===== config.mk =====
export PLATFORM = sky130hd
export DESIGN_NAME = ycrcb2rgb_pipe
export DESIGN_NICKNAME = d
export VERILOG_FILES = /design/src/rtl/ycrcb_pkg.sv /design/src/rtl/ycrcb2rgb_pipe_clamp.sv /design/src/rtl/ycrcb2rgb_pipe.sv
export SDC_FILE = /design/constraint.sdc
export NUM_CORES = 1
export LEC_CHECK = 0
export BUFFER_PORTS_ARGS = -buffer_cell sky130_fd_sc_hd__buf_2
export CAP_MARGIN = 20
export CORE_UTILIZATION = 40
export CTS_CLUSTER_SIZE = 25
export DETAILED_ROUTE_END_ITERATION = 6
export PLACE_DENSITY_LB_ADDON = 0.2
export SLEW_MARGIN = 20
export SYNTH_ARGS = -nofsm -noshare
export SYNTH_HDL_FRONTEND = slang
export SYNTH_SLANG_ARGS = --single-unit

===== constraint.sdc =====
create_clock -name clk -period 8.3 [get_ports clk]
set_input_delay 0.415 -clock clk [delete_from_list [all_inputs] [get_ports clk]]
set_output_delay 0.415 -clock clk [all_outputs]
set_load 0.01 [all_outputs]

===== src/rtl/ycrcb_pkg.sv =====
// Shared types and BT.601/BT.709 coefficients for the YCrCb->RGB pipeline.
// Coefficients are stored for a 10-bit fraction and rescaled by the user.
package ycrcb_pkg;

  typedef enum logic {
    MODE_601 = 1'b0,
    MODE_709 = 1'b1
  } mode_e;

  typedef struct packed {
    int ky;
    int krv;
    int kgv;
    int kgu;
    int kbu;
  } coef_t;

  localparam coef_t COEF_601 = '{ky: 1192, krv: 1634, kgv: 832, kgu: 401, kbu: 2065};
  localparam coef_t COEF_709 = '{ky: 1192, krv: 1836, kgv: 546, kgu: 218, kbu: 2163};

  function automatic int scale1(int k, int frac);
    return (frac >= 10) ? (k << (frac - 10)) : (k >> (10 - frac));
  endfunction

  function automatic coef_t coef_scale(coef_t c, int frac);
    coef_t s;
    s.ky  = scale1(c.ky, frac);
    s.krv = scale1(c.krv, frac);
    s.kgv = scale1(c.kgv, frac);
    s.kgu = scale1(c.kgu, frac);
    s.kbu = scale1(c.kbu, frac);
    return s;
  endfunction

endpackage


===== src/rtl/ycrcb2rgb_pipe_clamp.sv =====
// Round-to-nearest, drop fraction bits and saturate a signed accumulator
// into an unsigned DW-bit pixel component.
module ycc_clamp #(
  parameter int DW    = 8,
  parameter int FRAC  = 10,
  parameter int ACC_W = DW + FRAC + 5
) (
  input  logic signed [ACC_W-1:0] acc,
  output logic        [DW-1:0]    pix
);

  localparam logic signed [ACC_W-1:0] HALF = ACC_W'(1) <<< (FRAC - 1);
  localparam logic signed [ACC_W-1:0] PMAX = ACC_W'((1 << DW) - 1);

  logic signed [ACC_W-1:0] rnd;
  logic signed [ACC_W-1:0] shf;

  always_comb begin
    rnd = acc + HALF;
    shf = rnd >>> FRAC;
    if (shf < 0)
      pix = '0;
    else if (shf > PMAX)
      pix = '1;
    else
      pix = shf[DW-1:0];
  end

endmodule


===== src/rtl/ycrcb2rgb_pipe.sv =====
// Stallable 3-stage YCrCb->RGB converter with per-pixel BT.601/709 select.
// Stages: offset removal, coefficient products, sum + clamp into the output register.
module ycrcb2rgb_pipe
  import ycrcb_pkg::*;
#(
  parameter int DW     = 8,
  parameter int FRAC   = 10,
  parameter int USER_W = 2
) (
  input  logic              clk,
  input  logic              rst,
  input  logic              in_valid,
  output logic              in_ready,
  input  logic              in_mode,
  input  logic [DW-1:0]     y,
  input  logic [DW-1:0]     cr,
  input  logic [DW-1:0]     cb,
  input  logic [USER_W-1:0] in_user,
  output logic              out_valid,
  input  logic              out_ready,
  output logic [DW-1:0]     r,
  output logic [DW-1:0]     g,
  output logic [DW-1:0]     b,
  output logic [USER_W-1:0] out_user
);

  localparam int CW    = FRAC + 3;
  localparam int PW    = DW + 1 + CW;
  localparam int ACC_W = DW + FRAC + 5;
  localparam logic [DW:0] OFS = (DW + 1)'(1) << (DW - 4);
  localparam logic [DW:0] MID = (DW + 1)'(1) << (DW - 1);
  localparam coef_t C601 = coef_scale(COEF_601, FRAC);
  localparam coef_t C709 = coef_scale(COEF_709, FRAC);

  logic adv;

  logic                     v1_q, v1_d;
  mode_e                    mode1_q, mode1_d;
  logic signed [DW:0]       dy1_q, dy1_d, dcr1_q, dcr1_d, dcb1_q, dcb1_d;
  logic [USER_W-1:0]        user1_q, user1_d;

  logic                     v2_q, v2_d;
  logic signed [PW-1:0]     py2_q, py2_d, prv2_q, prv2_d, pgv2_q, pgv2_d;
  logic signed [PW-1:0]     pgu2_q, pgu2_d, pbu2_q, pbu2_d;
  logic [USER_W-1:0]        user2_q, user2_d;

  logic                     out_valid_q, out_valid_d;
  logic [DW-1:0]            r_q, r_d, g_q, g_d, b_q, b_d;
  logic [USER_W-1:0]        out_user_q, out_user_d;

  logic signed [CW-1:0]     ky, krv, kgv, kgu, kbu;
  logic signed [ACC_W-1:0]  sum_r, sum_g, sum_b;
  logic [DW-1:0]            r_c, g_c, b_c;

  // One shared enable: the whole pipe moves or the whole pipe holds.
  assign adv      = !out_valid_q || out_ready;
  assign in_ready = adv;

  always_comb begin
    v1_d    = v1_q;
    mode1_d = mode1_q;
    dy1_d   = dy1_q;
    dcr1_d  = dcr1_q;
    dcb1_d  = dcb1_q;
    user1_d = user1_q;
    if (adv) begin
      v1_d    = in_valid;
      mode1_d = mode_e'(in_mode);
      dy1_d   = $signed({1'b0, y} - OFS);
      dcr1_d  = $signed({1'b0, cr} - MID);
      dcb1_d  = $signed({1'b0, cb} - MID);
      user1_d = in_user;
    end
  end

  always_comb begin
    ky  = CW'((mode1_q == MODE_709) ? C709.ky  : C601.ky);
    krv = CW'((mode1_q == MODE_709) ? C709.krv : C601.krv);
    kgv = CW'((mode1_q == MODE_709) ? C709.kgv : C601.kgv);
    kgu = CW'((mode1_q == MODE_709) ? C709.kgu : C601.kgu);
    kbu = CW'((mode1_q == MODE_709) ? C709.kbu : C601.kbu);
    v2_d    = v2_q;
    py2_d   = py2_q;
    prv2_d  = prv2_q;
    pgv2_d  = pgv2_q;
    pgu2_d  = pgu2_q;
    pbu2_d  = pbu2_q;
    user2_d = user2_q;
    if (adv) begin
      v2_d    = v1_q;
      py2_d   = PW'(dy1_q)  * PW'(ky);
      prv2_d  = PW'(dcr1_q) * PW'(krv);
      pgv2_d  = PW'(dcr1_q) * PW'(kgv);
      pgu2_d  = PW'(dcb1_q) * PW'(kgu);
      pbu2_d  = PW'(dcb1_q) * PW'(kbu);
      user2_d = user1_q;
    end
  end

  always_comb begin
    sum_r = ACC_W'(py2_q) + ACC_W'(prv2_q);
    sum_g = ACC_W'(py2_q) - ACC_W'(pgv2_q) - ACC_W'(pgu2_q);
    sum_b = ACC_W'(py2_q) + ACC_W'(pbu2_q);
  end

  ycc_clamp #(.DW(DW), .FRAC(FRAC), .ACC_W(ACC_W)) u_clamp_r (.acc(sum_r), .pix(r_c));
  ycc_clamp #(.DW(DW), .FRAC(FRAC), .ACC_W(ACC_W)) u_clamp_g (.acc(sum_g), .pix(g_c));
  ycc_clamp #(.DW(DW), .FRAC(FRAC), .ACC_W(ACC_W)) u_clamp_b (.acc(sum_b), .pix(b_c));

  // Output data only changes on a real pixel, so bubbles leave the last pixel visible.
  always_comb begin
    out_valid_d = out_valid_q;
    r_d         = r_q;
    g_d         = g_q;
    b_d         = b_q;
    out_user_d  = out_user_q;
    if (adv) begin
      out_valid_d = v2_q;
      if (v2_q) begin
        r_d        = r_c;
        g_d        = g_c;
        b_d        = b_c;
        out_user_d = user2_q;
      end
    end
  end

  always_ff @(posedge clk or negedge rst) begin
    if (!rst) begin
      v1_q        <= 1'b0;
      mode1_q     <= MODE_601;
      dy1_q       <= '0;
      dcr1_q      <= '0;
      dcb1_q      <= '0;
      user1_q     <= '0;
      v2_q        <= 1'b0;
      py2_q       <= '0;
      prv2_q      <= '0;
      pgv2_q      <= '0;
      pgu2_q      <= '0;
      pbu2_q      <= '0;
      user2_q     <= '0;
      out_valid_q <= 1'b0;
      r_q         <= '0;
      g_q         <= '0;
      b_q         <= '0;
      out_user_q  <= '0;
    end else begin
      v1_q        <= v1_d;
      mode1_q     <= mode1_d;
      dy1_q       <= dy1_d;
      dcr1_q      <= dcr1_d;
      dcb1_q      <= dcb1_d;
      user1_q     <= user1_d;
      v2_q        <= v2_d;
      py2_q       <= py2_d;
      prv2_q      <= prv2_d;
      pgv2_q      <= pgv2_d;
      pgu2_q      <= pgu2_d;
      pbu2_q      <= pbu2_d;
      user2_q     <= user2_d;
      out_valid_q <= out_valid_d;
      r_q         <= r_d;
      g_q         <= g_d;
      b_q         <= b_d;
      out_user_q  <= out_user_d;
    end
  end

  assign out_valid = out_valid_q;
  assign r         = r_q;
  assign g         = g_q;
  assign b         = b_q;
  assign out_user  = out_user_q;

endmodule


# ---- Word level (Yosys, flattened, before mapping)
# Cells that the tools add are included.
dict set report word_totals {
  register_bits 161
  input_bits 31
  output_inout_bits 28
}
dict set report op_classes {
  addsub 10
  multipliers 5
  order_cmp 6
  n_mux 10
  reduce_logical 3
}
# operator n
set op_table {}
lappend op_table {{8-bit 2-to-1 mux} 6}
lappend op_table {{23-bit by 11-bit adder with 23-bit output (second input constant)} 2}
lappend op_table {{13-bit by 9-bit greater-than comparator with 1-bit output (second input constant)} 3}
lappend op_table {{13-bit by 1-bit < comparator with 1-bit output (second input constant)} 3}
lappend op_table {{9-bit 2-to-1 mux} 3}
lappend op_table {{21-bit by 22-bit adder with 23-bit output} 1}
lappend op_table {{22-bit by 11-bit adder with 23-bit output (second input constant)} 1}
lappend op_table {{22-bit by 19-bit subtractor with 23-bit output} 1}
lappend op_table {{21-bit by 21-bit adder with 22-bit output} 1}
lappend op_table {{9-bit by 13-bit multiplier with 22-bit output} 1}
lappend op_table {{21-bit by 20-bit subtractor with 22-bit output} 1}
lappend op_table {{9-bit by 12-bit multiplier with 21-bit output} 1}
lappend op_table {{9-bit by 11-bit multiplier with 20-bit output} 1}
lappend op_table {{9-bit by 10-bit multiplier with 19-bit output} 1}
lappend op_table {{9-bit by 9-bit multiplier with 18-bit output (second input constant)} 1}
lappend op_table {{8-bit by 8-bit subtractor with 9-bit output (second input constant)} 2}
lappend op_table {{8-bit by 5-bit subtractor with 9-bit output (second input constant)} 1}
lappend op_table {{7-bit 2-to-1 mux} 1}
lappend op_table {{2-bit AND reduction} 1}
lappend op_table {{1-bit logical NOT} 1}
lappend op_table {{1-bit logical OR} 1}

# ---- Logic depth before layout (Yosys ltp)
# Gate-level depths: netlist of run 1.
dict set report depth {
  ltp_word 6
  depth_mapped 24
  mapped_depth_nobuf 22
}

# ---- By module
# A second synthesis of run 1 with hierarchy kept.
dict set report unflattened {
  hier_cells 2082
  hier_area_um2 19004.5
}
# mod n_inst cells_each area_each_um2
set by_module_without_submodules {}
lappend by_module_without_submodules {ycrcb2rgb_pipe 1 1947 17915.9}
lappend by_module_without_submodules {ycc_clamp 3 45 362.8}

# ---- Worst setup path after synthesis of run 1
# OpenSTA, ideal clock, no wires.
dict set report synth_path {
  path_kind {register to register}
  startpoint {reg mode1_q}
  endpoint {reg pbu2_q[20]}
  setup_time_ns 0.133
  t_arrival_ns 5.322
  required_time_ns 8.167
  setup_slack_ns 2.845
  path_stages_with_launch 24
  n_path_buf 2
  period_less_slack_ns 5.455
  cell_sequence {dfrtp_1 > clkbuf_1 > clkbuf_1 > nand2_1 > inv_1 > fa_1 > inv_1 > fa_1 > inv_1 > ha_1 > inv_1 > fa_1 > inv_1 > ha_1 > ha_1 > a21o_1 > a21o_1 > a2111oi_0 > o31ai_1 > o211ai_1 > o2111ai_1 > a21oi_1 > xor2_1 > o21ai_0}
}
dict set report synth_between {
  elab_chain_cells 2
}
# element line_no
set synth_rtl {}
lappend synth_rtl {{from (decl)} ycrcb2rgb_pipe.sv:38} ;# mode_e mode1_q, mode1_d;
lappend synth_rtl {{from (signal assigned)} ycrcb2rgb_pipe.sv:150} ;# mode1_q <= mode1_d;
lappend synth_rtl {{7-bit 2-to-1 mux} ycrcb2rgb_pipe.sv:81} ;# kbu = CW'((mode1_q == MODE_709) ? C709.kbu : C601.kbu);
lappend synth_rtl {{9-bit by 13-bit multiplier with 22-bit output} ycrcb2rgb_pipe.sv:95} ;# pbu2_d = PW'(dcb1_q) * PW'(kbu);
lappend synth_rtl {{to (signal assigned)} ycrcb2rgb_pipe.sv:160} ;# pbu2_q <= pbu2_d;
lappend synth_rtl {{to (decl)} ycrcb2rgb_pipe.sv:44} ;# logic signed [PW-1:0] pgu2_q, pgu2_d, pbu2_q, pbu2_d;
# No other way between the ends.
# A chain may end at the register's enable or synchronous reset.

# ---- Worst setup path after layout of run 1
# Ends and elaborated chain as after synthesis.

==> flow_summary.ini, run 1 <==
[timing]
tns_ps = 0
max_slew_margin_pct = 37.71
post-route-min-period_ps = 5919
finalCritPeriodShare_pct = 71.31
rsz0062_at_grt = no
drv_slew = 0
skew_ps = 13.19
worst_slew_pin_slew_ps = 934.3
hold_viol_final = 0
timing.fmax_mhz = 168.9
setup_violations = 0

[place]
numPortBuffers = 58
gp_congestion = 0.8617
place_area_sq_um = 18640
hpwl_mm = 33.93

[setup_path]
cp-end-kind = flop
critPathLaunchType = flop
worstReg2RegStart = mode1_q
cp_max_fo = 40
slowest_stage = dfrtp_2
cpPeakStageDelay_ps = 650
reg2reg_slack_ps = 2380
crit_top_cell = inv_1
arrival_ps = 6270
critical_path_class = flop to flop
required_ps = 8660
r2r_cells = 21
timing.rr.end = pbu2_q[20]
path_cells = nand2_1 -> inv_1 -> fa_1 -> inv_1 -> fa_1 -> inv_1 -> ha_1 -> inv_1 -> fa_1 -> inv_1 -> ha_1 -> ha_1 -> a21o_1 -> a21o_1 -> a2111oi_0 -> o31ai_1 -> o211ai_1 -> o2111ai_1 -> a21oi_1 -> xor2_1 -> o21ai_0

[yosys]
synthMuxAreaShare_pct = 0.3541
synth_edf_count = 0
netlist_area_sq_um = 17670
yosys-top-cells-area = ha_1 29%, dfrtp_1 22%, fa_1 15%
synth-adder-area-share_pct = 43.40
synth.avg_cell_area_sq_um = 9.236
synthXorXnorAreaFrac_pct = 4.114
synth-seq-cells = 152
yosys_most_used_dff = dfrtp_1
yosysUniqueCellTypes = 65
yosys_warnings = 0
async_reset_ff_share_pct = 100.0
ys_seq_area_share_pct = 21.53
synth_most_common_cell = ha_1
synth_compound_area_share_pct = 10.83
synth_top_family_by_area = adder cells
yosys.area.top_type_share_pct = 28.89
yosys.area_share.simple_pct = 11.51
synth_top_area_cell = ha_1
syn-instance-count = 1913
synthTopCellsByCount = 408 x ha_1, 345 x inv_1, 197 x nand2_1

[cts]
path_clk_slew_ps = 70
cts_made_buffers = 17
clk_path_buf_depth = 2
cts_root_buffer = clkbuf_16
cts_tree = built
cts.sinks = 152
cts-resized-gates = 0
holdBufCountCts = 0
clk_latency_ps = 490
postCtsSetupBuffers = 0
cts_max_level = 4

[finish]
drive_gt1_share_pct = 6.007
final_area_sq_um = 19200
diodes = 0
final.fill_count = 4355
final_nets = 2535
area_delta_synth_final_pct = 8.668

[drt]
wirelength_mm = 41.49
drt-pass1-iter-count = 5
route.detailed.drc = 0
avgRoutedWirePerCell_um = 16.17
first_iter_violations = 612
vias = 12620
drt-vias-per-instance = 4.917
ant_nets = 0

[floorplan]
initial_core_util_pct = 40.75
die-width_um = 212.2
dieArea_sq_um = 45010
num_rows = 76
core_area_sq_um = 43360
io_pins = 59
chipHeight_um = 212.2

[outcome]
status = finished clean

[grt]
grt_use_total_pct = 19.98
grt_pass1_vias = 12910
antenna_found_initial = 0
gr-total-overflow = 0
grt_pass1_wl_mm = 68.23
grt_start_max_net_pins = 110

[flow_run]
max_cap_violations = 0

[hold_path]
min_path_type = primary input to asynchronous set/reset pin
layout by cell type, fill, tap and decap left out, drive strengths merged, types with 24 or more instances in the layout:
master    n
nor3     25
nand2   197
a21oi   107
inv     348
fa      128
xor2     26
buf      62
and2     24
nor2    100
o21ai    73
xnor2    57
ha      408
dfrtp   152
sequential cells by signal, indices dropped and copies added (netlist names):
register,count
b,8
dcb1_q,8
dcr1_q,8
dy1_q,9
g,8
mode1_q,1
out_user,2
out_valid,1
pbu2_q,19
pgu2_q,19
pgv2_q,19
prv2_q,18
py2_q,18
r,8
user1_q,2
user2_q,2
v1_q,1
v2_q,1
metrics by stage:
step	setup slack (ps)	hold slack (ps)	util, %	std cells
floorplan	2845	119.4	-	1928
global placement	2119	453.5	42.99	2534
detailed placement	2059	457.0	42.99	2534
CTS	2030	47.85	44.28	2566
global route	1994	66.40	44.28	2566
finish	2381	39.46	44.28	2566
routing by layer:
layer / up-vias / part of all wire (%) / global-route usage [%] / wire length [um]
met5: - / 0 / 0 / 0
met4: 0 / 1.8 / 6.122 / 755
met3: 39 / 2.6 / 2.984 / 1069
met2: 128 / 44 / 31.58 / 18390
met1: 6031 / 51 / 28.03 / 21270
li1: 6419 / - / - / -
kinds of logic (layout without fill, tap and decap cells):
kind of cell | Yosys count | in the layout
and+or+nand+nor | 445 | 445
muxes | 6 | 6
AOI/OAI and AO/OA | 302 | 302
DFF | 152 | 152
adders and majority gates | 536 | 536
other | 2 | 17
buffers and inverters | 387 | 440
xor gates and xnor gates | 83 | 83
worst max path at each step:
stage,startpoint,to,cells after the start
2_1_floorplan,mode1_q,pbu2_q[20],23
3_3_place_gp,mode1_q,pbu2_q[20],21
3_5_place_dp,mode1_q,pbu2_q[20],21
4_1_cts,mode1_q,pbu2_q[20],21
5_1_grt,mode1_q,pbu2_q[20],21
6_report,mode1_q,pbu2_q[20],21
critical path, delay by kind of cell (launching register included):
kind | cells | cell delay (ps)
buf+inv | 5 | 300
fa+ha+maj | 6 | 2420
xor+xnor | 1 | 160
simple gates | 1 | 210
flops | 1 | 650
compound gates | 8 | 2050
area by class of cell:
cell class / instances / area (sq um) / share of cell area (%)
inverters: 346 / 1304 / 6.790
flip-flops and latches: 152 / 3805 / 19.82
well taps: 585 / 732.0 / 3.812
multi-input cells: 1389 / 12480 / 64.98
clock inverters: 14 / 127.6 / 0.6647
repair buffers: 62 / 326.6 / 1.701
clock buffers: 18 / 429.2 / 2.235
Power of run 1 is not shown: default switching activity piles up to over one toggle a cycle in this logic, so the estimate is an artifact.
==> run 2: changes to the inputs <==
Clock period 8.3 ns to 5.1 ns, I/O delays scaled along.
==> run 2 against run 1 <==
Net effect:
- sequential share of layout area fell by 1.3 points
- register-to-register slack lost 2300 ps
- maximum frequency is 19% higher
- cell area rose by 6.8%
- sequential cell count did not move
- first-iteration DRC count is 9.3% higher
- worst hold slack got worse by 21 ps
- clock skew down 3.3 ps
- utilization is 3.0 points higher
- via count up 3.1%
==> flow_summary.ini, run 2 (same netlist as run 1, synthesis figures left out) <==
[grt]
grt_use_total_pct = 19.74
grt_pass1_vias = 13160
gr-total-overflow = 0
antenna_found_initial = 0
grt_start_max_net_pins = 90
grt_pass1_wl_mm = 68.02

[setup_path]
crit_top_cell = inv_2
path_cells = buf_6 -> nand2_4 -> inv_2 -> fa_1 -> inv_1 -> fa_1 -> inv_2 -> ha_4 -> inv_2 -> fa_1 -> inv_2 -> ha_4 -> ha_4 -> a21o_1 -> a21o_1 -> a2111oi_4 -> o31ai_2 -> o211ai_1 -> o2111ai_1 -> a21oi_1 -> xor2_1 -> o21ai_1
crit_buf_inv = 6
cp-end-kind = flop
required_ps = 5440
cp_max_fo = 6
critical_path_class = flop to flop
cpPeakStageDelay_ps = 500
critPathLaunchType = flop
critPathTopFamily = adder cells
cp-startpoint = mode1_q
slowest_stage = fa_1
arrival_ps = 5330
worstReg2RegStart = mode1_q

[cts]
cts_tree = built
cts.sinks = 152
clk_latency_ps = 480
clk_path_buf_depth = 2
cts_root_buffer = clkbuf_16
cts_max_level = 4
path_clk_slew_ps = 80
cts_made_buffers = 17

[timing]
rsz0062_at_grt = yes
setup_violations = 0
skew_ps = 9.934
post-route-min-period_ps = 4993
hold_viol_final = 0
tns_ps = 0
timing.fmax_mhz = 200.3
max_slew_margin_pct = 37.53
finalCritPeriodShare_pct = 97.90
drv_slew = 0
worst_slew_pin_slew_ps = 937.0

[floorplan]
dieArea_sq_um = 45010
num_rows = 76
initial_core_util_pct = 40.75
die-width_um = 212.2
chipHeight_um = 212.2
io_pins = 59
core_area_sq_um = 43360

[drt]
vias = 13010
drt-vias-per-instance = 4.849
ant_nets = 0
first_iter_violations = 669
route.detailed.drc = 0
wirelength_mm = 42.18
drt-pass1-iter-count = 4
avgRoutedWirePerCell_um = 15.73

[finish]
final.fill_count = 4253
final_nets = 2651
final_common_cell = ha_1
final_cell_mix = 396 x ha_1, 338 x inv_1, 195 x nand2_1, 151 x dfrtp_1, 125 x fa_1
diodes = 0
stdcell_count = 2682
largestRegisters = pbu2_q x19, pgu2_q x19, pgv2_q x19
drive_gt1_share_pct = 12.26
final_core_util_pct = 47.28
area_delta_synth_final_pct = 16.03

[place]
dp_cells = 2617
numPortBuffers = 58
gp_congestion = 0.8763
hpwl_mm = 34.31

[hold_path]
min_path_type = primary input to flop
hp-start = cr[1]

[outcome]
status = finished clean

[flow_run]
max_cap_violations = 0
==> run 2: routing by layer <==
layer,wire (um),global-route usage (%),vias up
li1,-,-,6648
met1,21170,27.20,6204
met2,19460,32.33,118
met3,950,2.954,35
met4,593,4.848,0
met5,0,0,-
==> run 2: worst reg2reg max path, delay by kind of cell, from the launching register on <==
| kind | cells | cell delay, ps |
|---|---|---|
| AO/OA/AOI/OAI | 8 | 1560 |
| buffers and inverters | 6 | 370 |
| XOR/XNOR | 1 | 160 |
| flip-flops | 1 | 470 |
| adder cells (fa/ha/maj) | 6 | 2230 |
| AND/OR/NAND/NOR | 1 | 60 |
==> run 2: final timing paths <==
check | slack, ps | endpoint | depth (start not counted)
worst max-delay path | 110 | pbu2_q[20] | 22
worst min-delay path | 20 | dcr1_q[1] | 3
worst max register to register | 110 | pbu2_q[20] | 22
worst min register to register | 470 | v1_q | 2
max in group asynchronous | 3850 | prv2_q[8] | 3
min in group asynchronous | 230 | dy1_q[1] | 2
==> run 2: through the flow <==
stage / hold slack, ps / worst slack [ps] / cell area (sq um)
floorplan: -40.59 / -0.6453 / 17760
global placement: 182.6 / 12.16 / 19300
detailed placement: 185.0 / -88.15 / 19300
CTS: 1.200 / -22.12 / 20180
global route: 34.97 / -149.7 / 20500
finish: 18.86 / 107.2 / 20500
==> run 2: what timing repair did <==
| item | in CTS | in global routing |
|---|---|---|
| buffers inserted | 1 | 6 |
| cloned | 0 | 1 |
| endpoints found under the setup margin | 9 | 23 |
| pin swaps | 5 | 43 |
| resized for setup | 5 | 56 |
| hold buffers | 25 | 0 |
| hold endpoints to repair | 55 | 0 |
==> run 2: layout make-up <==
cell class                      count  area, sq um  area share, %
Clock buffer                       18        429.2          2.093
Clock inverter                     14        167.7         0.8178
Inverter                          346         1304          6.359
Multi-Input combinational cell   1389        12760          62.23
Sequential cell                   152         3805          18.56
Tap cell                          585        732.0          3.570
Timing Repair Buffer              178         1305          6.366
Power of run 2 is left out for the same reason.
==> run 3: changes to the inputs <==
Settings changed: CORE_MARGIN set to 2.
==> run 3 against run 2 <==
Net effect:
- maximum frequency down 1.3%
- utilization is 0.35 points lower
- sequential share of layout area decreased by 0.10 points
- die area rose by 1.9%
- final cell count is 0.75% higher
- routed wire length up 0.46%
- critical path type unchanged
- largest cell class unchanged
==> flow_summary.ini, run 3 (same netlist as run 1, synthesis figures left out) <==
[grt]
use_met1_pct = 26.24
grt-busiest-layer = met2
grt_use_total_pct = 19.20
grt_pass1_vias = 13450
grt_use_met2_pct = 31.33
grt_pass1_wl_mm = 69.16
gr-total-overflow = 0
grt_start_max_net_pins = 82
antenna_found_initial = 0
globalRouteMet3Util_pct = 2.965

[floorplan]
chipHeight_um = 214.2
core_area_sq_um = 43930
dieArea_sq_um = 45870
io_pins = 59
die-width_um = 214.2
initial_core_util_pct = 40.22
num_rows = 77

[timing]
hold_viol_final = 0
whs_ps = 42.66
skew_ps = 13.28
fin_ws_ps = 40.98
worst_slew_pin_slew_ps = 943.8
post-route-min-period_ps = 5059
timing.fmax_mhz = 197.7
setup_violations = 0
drv_slew = 0
finalCritPeriodShare_pct = 99.20
max_slew_margin_pct = 37.08
rsz0062_at_grt = yes

[setup_path]
cp_max_fo = 6
critPathLaunchType = flop
arrival_ps = 5470
cp-end-kind = flop
critical_path_class = flop to flop
required_ps = 5510

[cts]
cts.sinks = 152
cts_tree = built
clk_path_buf_depth = 2
cts_root_buffer = clkbuf_16
clk_latency_ps = 480
cts_max_level = 4
path_clk_slew_ps = 70
cts_made_buffers = 17

[drt]
route.detailed.drc = 0
drt-pass1-iter-count = 4
vias = 13060
drt-vias-per-instance = 4.835
ant_nets = 0
first_iter_violations = 578
avgRoutedWirePerCell_um = 15.68
wirelength_mm = 42.38

[place]
hpwl_mm = 34.66
numPortBuffers = 58
gp_congestion = 0.8649
pre_cts_slack_ps = -189.1
dp_cells = 2633

[finish]
stdcell_count = 2702
final_common_cell = ha_1
seq_area_sq_um = 3805
drive_gt1_share_pct = 13.27
area_delta_synth_final_pct = 16.68
diodes = 0
final_nets = 2665
final.fill_count = 4233
multiInputGateArea_sq_um = 12770
final_cell_mix = 395 x ha_1, 335 x inv_1, 196 x nand2_1, 151 x dfrtp_1, 127 x fa_1
largestRegisters = pbu2_q x19, pgu2_q x19, pgv2_q x19

[hold_path]
min_path_type = primary input to flop

[flow_run]
max_cap_violations = 0

[outcome]
status = finished clean
-- run 3: cell count changes in the layout (fill, tap and decap cells not counted), moves of 3 or more --
cell | before | now
buf_4 | 89 | 103
ha_2 | 0 | 3
inv_1 | 338 | 335
inv_2 | 7 | 10
o21ai_0 | 64 | 61
-- run 3: routing by layer --
layer,wire [um],vias to the layer above
li1,-,6670
met1,20760,6211
met2,19610,142
met3,1246,40
met4,764,0
met5,0,-
-- run 3: repair_timing --
item | 4_1_cts | 5_1_grt
setup endpoints to repair | 19 | 23
hold buffers | 25 | 0
resized for setup | 13 | 62
endpoints found under the hold margin | 52 | 0
pin swaps | 6 | 59
gates cloned | 0 | 1
buffers inserted | 2 | 9
-- run 3: worst max-delay path, stage by stage, from the launching register on --
cell	delay, ps
dfrtp_2	420
buf_12	140
buf_4	110
buf_8	100
nor2b_4	40
fa_1	490
inv_2	50
fa_1	520
inv_2	40
fa_1	540
fa_1	420
fa_1	490
ha_4	300
a21oi_2	60
o21bai_1	170
a21oi_2	80
o21bai_1	190
nand4_1	140
and3b_2	270
xor2_2	150
buf_4	140
a21oi_1	130
-- run 3: through the flow --
step	utilization [%]	instance area, sq um	TNS, ps
finish	46.92	20610	0
global route	46.92	20610	-755.8
CTS	46.09	20250	0
detailed placement	44.08	19360	-1401
global placement	44.08	19360	-312.8
floorplan	-	17760	-0.6453
-- run 3: path summary, 6_finish.rpt --
path	slack [ps]	cells past startpoint	startpoint	endpoint
max	40	21	mode1_q	pgu2_q[15]
min in group asynchronous	230	2	rst	dcb1_q[2]
min	40	3	cr[3]	dcr1_q[3]
max in group asynchronous	3840	4	rst	pgu2_q[6]
max reg2reg	40	21	mode1_q	pgu2_q[15]
min reg2reg	460	2	user2_q[0]	out_user[0]
-- run 3: layout make-up --
type,instances,area share (%)
Sequential cell,152,18.46
Multi-Input combinational cell,1389,61.96
Tap cell,592,3.593
Clock buffer,19,2.197
Timing Repair Buffer,192,6.840
Clock inverter,12,0.6252
Inverter,346,6.324
Power of run 3 is left out for the same reason.
